## src/rtl/mode_counter.sv

```systemverilog
// mode_counter: parametrised synchronous counter with run-time mode select
// (hold / up / down / bounce), programmable upper limit, parallel load and a
// registered terminal-count pulse. The zero and max flags are combinational.
module mode_counter #(
  parameter int WIDTH    = 4,
  parameter bit SATURATE = 1'b0
) (
  input  logic             clock,
  input  logic             reset,
  input  logic             enable,
  input  logic [1:0]       mode,
  input  logic [WIDTH-1:0] limit,
  input  logic             load,
  input  logic [WIDTH-1:0] load_value,
  output logic [WIDTH-1:0] q,
  output logic             dir,
  output logic             tc,
  output logic             zero,
  output logic             max
);

  typedef enum logic [1:0] {
    MODE_HOLD   = 2'b00,
    MODE_UP     = 2'b01,
    MODE_DOWN   = 2'b10,
    MODE_BOUNCE = 2'b11
  } mode_t;

  // Direction doubles as the bounce FSM state; UP/DOWN force it too.
  typedef enum logic {
    RISE = 1'b0,
    FALL = 1'b1
  } dir_t;

  localparam logic [WIDTH-1:0] ONE = WIDTH'(1);

  logic [WIDTH-1:0] r_q;
  dir_t             r_state;
  logic             r_tc;

  logic [WIDTH-1:0] w_q_next;
  dir_t             w_state_next;
  logic             w_tc_next;

  logic [WIDTH-1:0] w_q_inc;
  logic [WIDTH-1:0] w_q_dec;
  logic             w_at_top;
  logic             w_at_zero;
  logic             w_limit_zero;
  mode_t            w_mode;

  assign w_q_inc      = r_q + ONE;
  assign w_q_dec      = r_q - ONE;
  assign w_at_top     = (r_q >= limit);
  assign w_at_zero    = (r_q == '0);
  assign w_limit_zero = (limit == '0);
  assign w_mode       = mode_t'(mode);

  // Next-state and terminal-count decode: load beats counting, counting needs enable.
  always_comb begin
    // NOTE: every signal gets a default before any branch so no latch is inferred.
    w_q_next     = r_q;
    w_state_next = r_state;
    w_tc_next    = 1'b0;

    if (load) begin
      // Out-of-range load values are kept as-is; the count walks back in later.
      w_q_next     = load_value;
      w_state_next = RISE;
    end else if (enable) begin
      case (w_mode)
        MODE_UP: begin
          w_state_next = RISE;
          if (w_at_top) begin
            w_q_next  = SATURATE ? limit : '0;
            w_tc_next = 1'b1;
          end else begin
            w_q_next = w_q_inc;
          end
        end
        MODE_DOWN: begin
          w_state_next = FALL;
          if (w_at_zero) begin
            w_q_next  = SATURATE ? '0 : limit;
            w_tc_next = 1'b1;
          end else begin
            w_q_next = w_q_dec;
          end
        end
        MODE_BOUNCE: begin
          if (r_state == RISE) begin
            if (w_at_top) begin
              // Turn around; a zero limit pins the count at 0 while dir flips.
              w_state_next = FALL;
              w_q_next     = w_limit_zero ? '0 : w_q_dec;
              w_tc_next    = 1'b1;
            end else begin
              w_q_next = w_q_inc;
            end
          end else begin
            if (w_at_zero) begin
              w_state_next = RISE;
              w_q_next     = w_limit_zero ? '0 : w_q_inc;
              w_tc_next    = 1'b1;
            end else begin
              w_q_next = w_q_dec;
            end
          end
        end
        default: begin
          // MODE_HOLD: keep count and direction, tc drops.
        end
      endcase
    end
  end

  // State register with synchronous reset taking priority over everything.
  always_ff @(posedge clock) begin
    // NOTE: non-blocking assignments so every register samples pre-edge values.
    if (reset) begin
      r_q     <= '0;
      r_state <= RISE;
      r_tc    <= 1'b0;
    end else begin
      r_q     <= w_q_next;
      r_state <= w_state_next;
      r_tc    <= w_tc_next;
    end
  end

  assign q    = r_q;
  assign dir  = r_state;
  assign tc   = r_tc;
  assign zero = w_at_zero;
  assign max  = w_at_top;

endmodule

```

## config.mk

```make
export PLATFORM = sky130hd
export DESIGN_NAME = mode_counter
export DESIGN_NICKNAME = d
export VERILOG_FILES = /design/src/rtl/mode_counter.sv
export SDC_FILE = /design/constraint.sdc
export NUM_CORES = 1
export LEC_CHECK = 0
export ABC_CLOCK_PERIOD_IN_PS = 4670
export BUFFER_PORTS_ARGS = -buffer_cell sky130_fd_sc_hd__buf_4
export CORE_MARGIN = 1
export CORE_UTILIZATION = 57
export CTS_CLUSTER_DIAMETER = 80
export DETAILED_ROUTE_END_ITERATION = 8
export GPL_TIMING_DRIVEN = 0
export PLACE_DENSITY_LB_ADDON = 0.1
export SETUP_SLACK_MARGIN = 0.3
export SYNTH_ARGS = -nofsm -noshare
export SYNTH_HDL_FRONTEND = slang
export SYNTH_SLANG_ARGS = --single-unit
```

## constraint.sdc

```tcl
create_clock -name clock -period 4.67 [get_ports clock]
set_input_delay 0 -clock clock [delete_from_list [all_inputs] [get_ports clock]]
set_output_delay 0 -clock clock [all_outputs]
set_load 0.01 [all_outputs]
```

### Word-level counts from Yosys, hierarchy flattened

Cells that the tools add are included.

| cells by class | value |
|---|---|
| $add $sub $neg | 2 |
| order comparisons | 1 |
| equality and inequality tests | 3 |
| mux-type cells | 17 |
| bitwise gates (word level) | 1 |
| reduce and logical (&&, ||, !) cells | 9 |

Operators by type and width:

| cell | number |
|---|---|
| $mux 4 | 9 |
| $pmux 4 s3 | 1 |
| $logic_not 4->1 | 2 |
| $pmux 1 s3 | 2 |
| $mux 1 | 5 |
| $add 4x1->4 const B | 1 |
| $eq 2x2->1 const B | 2 |
| $ge 4x4->1 | 1 |
| $reduce_and 2->1 | 2 |
| $reduce_bool 4->1 | 1 |
| $sub 4x1->4 const B | 1 |
| $reduce_bool 3->1 | 1 |
| $reduce_or 3->1 | 1 |
| $eq 2x1->1 const B | 1 |
| $reduce_bool 2->1 | 1 |
| $reduce_or 2->1 | 1 |
| $not 1->1 | 1 |

| word-level totals | value |
|---|---|
| flip-flop bits (word level) | 6 |
| output and inout bits | 8 |
| word-level logic and storage cells | 36 |

### Depth between registers and ports, before layout

| depth | value |
|---|---|
| word-level depth | 7 |
| depth in mapped cells | 8 |
| depth with buffers taken out | 8 |

### Worst setup path after synthesis

OpenSTA, ideal clock, no wires.

| timing path | value |
|---|---|
| path kind | reg2reg |
| from | register r_q[0] (netlist: q[0]) |
| to | register r_tc (netlist: tc) |
| arrival | 2059 ps |
| required time | 4536 ps |
| slack | 2478 ps |
| stages on the path, launching flop included | 9 |
| buffers on the path | 0 |
| period minus slack after synthesis | 2192 ps |
| cells stage by stage | dfxtp_1 > inv_1 > ha_1 > nand2b_4 > a2111oi_4 > or2_4 > inv_2 > a222oi_1 > nor4_1 |

| between the ends | value |
|---|---|
| cells in the longest elaborated chain, start to end | 4 |
| elaborated cells on any way between the ends | 6 |

Ends and longest elaborated chain:

| item | RTL line | text |
|---|---|---|
| from (decl) | 37 | `logic [WIDTH-1:0] r_q;` |
| from (signal assigned) | 125 | `r_q <= w_q_next;` |
| $ge 4x4->1 (*) | 54 | `assign w_at_top = (r_q >= limit);` |
| named net max | 19 | `output logic max` |
| $mux 1 (*) | 74, 92 |  |
| $mux 1 | 91 | `if (r_state == RISE) begin` |
| $pmux 1 s3 (*) | 71 | `case (w_mode)` |
| to (signal assigned) | 127 | `r_tc <= w_tc_next;` |
| to (decl) | 39 | `logic r_tc;` |

The timed path passes the listed nets; every way through them passes the cells marked *.
A chain may end at the register's enable or synchronous reset.

### Final worst setup path

| timing path | value |
|---|---|
| from | register r_q[0] (netlist: q[0]) |
| to | register r_tc (netlist: tc) |

| between the ends | value |
|---|---|
| cells in the longest elaborated chain, start to end | 4 |
| elaborated cells on any way between the ends | 6 |

Ends and longest elaborated chain:

| item | RTL line |
|---|---|
| $ge 4x4->1 / $logic_not 4->1 (equally long branches) | 54, 55 |
| $mux 1, on equally long branches | n/a |
| $mux 1 | 91 |
| $pmux 1 s3 (*) | 71 |

Mark *: on every way between the ends. The rest lies on a longest branch, timed or not.

==> metrics.md <==
| Metric | Value |
|---|---|
| ANT cells | 0 |
| FF-to-FF Start | q[0] |
| Max rail drop VDD | 108 µV |
| Gpl congestion | around 0.95 |
| Synth area leaders | ha_1 (15%), dfxtp_1 (13%), inv_1 (4.8%) |
| Final setup fails | 0 |
| Crit path largest cell delay | a little over 0.6 ns |
| Req. time, crit path | 4.76 ns |
| Syn-to-layout area delta | 22.4% |
| Setup Skew | approximately 0.0017 ns |
| DRT iter0 DRCs | 99 |
| Final HPWL DP | slightly above 2 mm |
| Distinct cells, synth | 48 |
| Vias in the first global route | between 900 and 1000 |
| Mean Syn Cell Area | between 7 and 8 µm² |
| Final ANT Viol Nets | 0 |
| HP Class | primary input to flop |
| Post-synthesis net count | ~150 |
| CTS max path bufs | 2 |
| I/O Pins | 22 |
| Post-route setup TNS | 0 ns |
| Final nets | about 170 |
| Highest-count cells in the layout ignoring fill and taps | buf_4 (21), inv_1 (12), ha_1 (11), nor2_1 (9), nand2_1 (7) |
| Share of layout cells above drive strength 1 | 0.252 |
| Routed wire length | about 2.7 mm |
| Worst path cell trace | inv_1 -> ha_1 -> nand2b_4 -> a2111oi_4 -> or2_4 -> inv_2 -> a222oi_1 -> nor4_1 |
| Commonest non-fill, non-tap cell in the layout | buf_4 |
| Root buf cell | clkbuf_4 |
| RSZ-0062 raised after global routing | false |
| Vias | 1121 |
| Port bufs | 21 |
| Total track usage | 0.310 |
| FP Rows | 14 |
| Yosys warnings | 0 |
| Synth Register Bits | 6 |
| Hold_sp | load_value[0] |
| Fin cells | approximately 160 |
| Startpoint types | flop |
| CTS tree | yes |
| Router iterations before antenna repair | 4 |
| Clock sink total | 6 |
| Initial antenna violation count | 0 |
| Fin. max-slew vios | 0 |
| Num CTS Buffers | 3 |
| Core Region | around 0.0015 mm² |
| Worst-Margin Slew | 0.607 ns |
| Remaining global-route overflow | 0 |
| DP Cell Count | around 160 |
| Syn Inst Count | between 100 and 150 |
| MaxCap Viol Count | 0 |
| Fin area | ~0.0011 mm² |
| Synth Cell Area | approximately 940 µm² |
| PD cells | 223 mW/mm² |
| Worst path slowest cell | a2111oi_4 |
| Worst setup startpoint | q[0] |
| Post-CTS Resized | 0 |
| Initial core utilization | 0.616 |
| Fmax | approximately 400 MHz |
| Drt wl/cell | 16.5 µm |
| Arrival @ worst endpoint | about 2.6 ns |
| Worst-skew pair later-pin latency | between 0.2 and 0.25 ns |
| Die area | between 0.0015 and 0.002 mm² |
| Final min period | ~2.5 ns |
| Ys async rst share | 0 |
| DRC Markers | 0 |
| Fin. Hold Viols | 0 |
| Largest net degree at the start of global routing | 11 |
| Yosys top cell area share | 0.147 |
| Status | finished clean |
| Worst setup path class | flop to flop |
| Fill cell count | roughly 120 |
| Static leakage | about 0.49 nW |
| First-pass GRT wire length | around 4.3 mm |
| Worst-path clk slew | about 0.040 ns |
| Largest area contributor in the netlist | ha_1 |
| Placed inst area | roughly 0.0011 mm² |
| Htree depth | 1 |
| Top_reg_cell synth | dfxtp_1 |
| Post-synthesis sequential area ratio | 0.128 |
| Crit Path Max Fanout | 8 |
| DIE HEIGHT | approximately 43 µm |
| Final period util | 0.541 |
| Post-DR vias/cell | roughly 6.9 |
| Die width | approximately 43 µm |
| Max_slew headroom | 0.594 |
| Post-synth EDFFs | 0 |
| Critical Path End Type | flop |
layout make-up:
type	count	area (µm²)	area share
timing repair buffer	22	168	0.146
inverter	13	48.8	0.0425
multi-input combinational	96	732	0.637
buffer	7	37.5	0.0327
tap	16	20.0	0.0174
sequential	6	120	0.105
clock buffer	3	22.5	0.0196
what timing repair did:
item / in CTS / in global routing
hold buffers: 1 / 0
hold endpoints to repair: 3 / 0
setup buffers: 0 / 0
kinds of logic (layout without fill, tap and decap cells):
family          Yosys count  after routing  share of synthesized area
compound gates           41             41                      0.349
xor+xnor                  2              2                     0.0187
fa+ha+maj                11             11                      0.147
buf+inv                  20             45                     0.0920
flops                     6              6                      0.128
mux                       2              2                     0.0227
simple gates             40             40                      0.243
stage by stage:
step / hold WS (ns) / utilization / worst slack (ns) / total power, mW
finish: 0.105 / 0.754 / 2.15 / 0.256
global route: 0.134 / 0.754 / 1.98 / 0.271
CTS: 0.0945 / 0.754 / 2.15 / 0.255
detailed placement: 0.216 / 0.732 / 2.16 / 0.208
global placement: 0.216 / 0.732 / 2.23 / 0.203
floorplan: 0.0724 / - / 2.48 / 0.162
critical path, delay by kind of cell (launching register included):
family,cells,cell delay (ns)
compound gates,2,0.83
flops,1,0.52
simple gates,3,0.52
fa+ha+maj,1,0.29
buf+inv,2,0.19
power breakdown:
part,internal [mW],switching (mW),total [mW]
clock,0.0289,0.0160,0.0448
combinational,0.0659,0.0835,0.149
sequential,0.0554,0.00675,0.0621
total,0.150,0.106,0.256
final timing paths:
check               to  slack, ns  cells after the start
hold / removal    q[0]       0.10                      3
setup reg to reg    tc       2.15                      8
setup / recovery    tc       2.15                      8
hold reg to reg   q[0]       0.70                      2
layer usage:
layer	track usage	vias up	part of all wire	wire [µm]
met4	0.100	0	0.014	38
met2	0.511	66	0.48	1300
met5	0	-	0	0
li1	-	513	-	-
met1	0.422	534	0.43	1150
met3	0.0302	8	0.074	200
cells in the mapped netlist, types with 2 or more instances:
cell / count
nand2_1: 7
o221ai_1: 2
a41oi_1: 2
o211ai_1: 6
inv_1: 12
clkbuf_1: 3
ha_1: 11
nand2b_1: 3
a21oi_1: 3
o21ai_0: 4
dfxtp_1: 6
a221oi_1: 3
o21ai_1: 3
buf_2: 3
nor4_1: 2
nand4_1: 2
nand3_1: 6
nor2_1: 9
or3_1: 3
a31oi_1: 4
sequential cells by signal, summed over array words and instances (netlist names):
signal,count
dir,1
q,4
tc,1
Note: power is estimated with default switching activity, not from simulation.
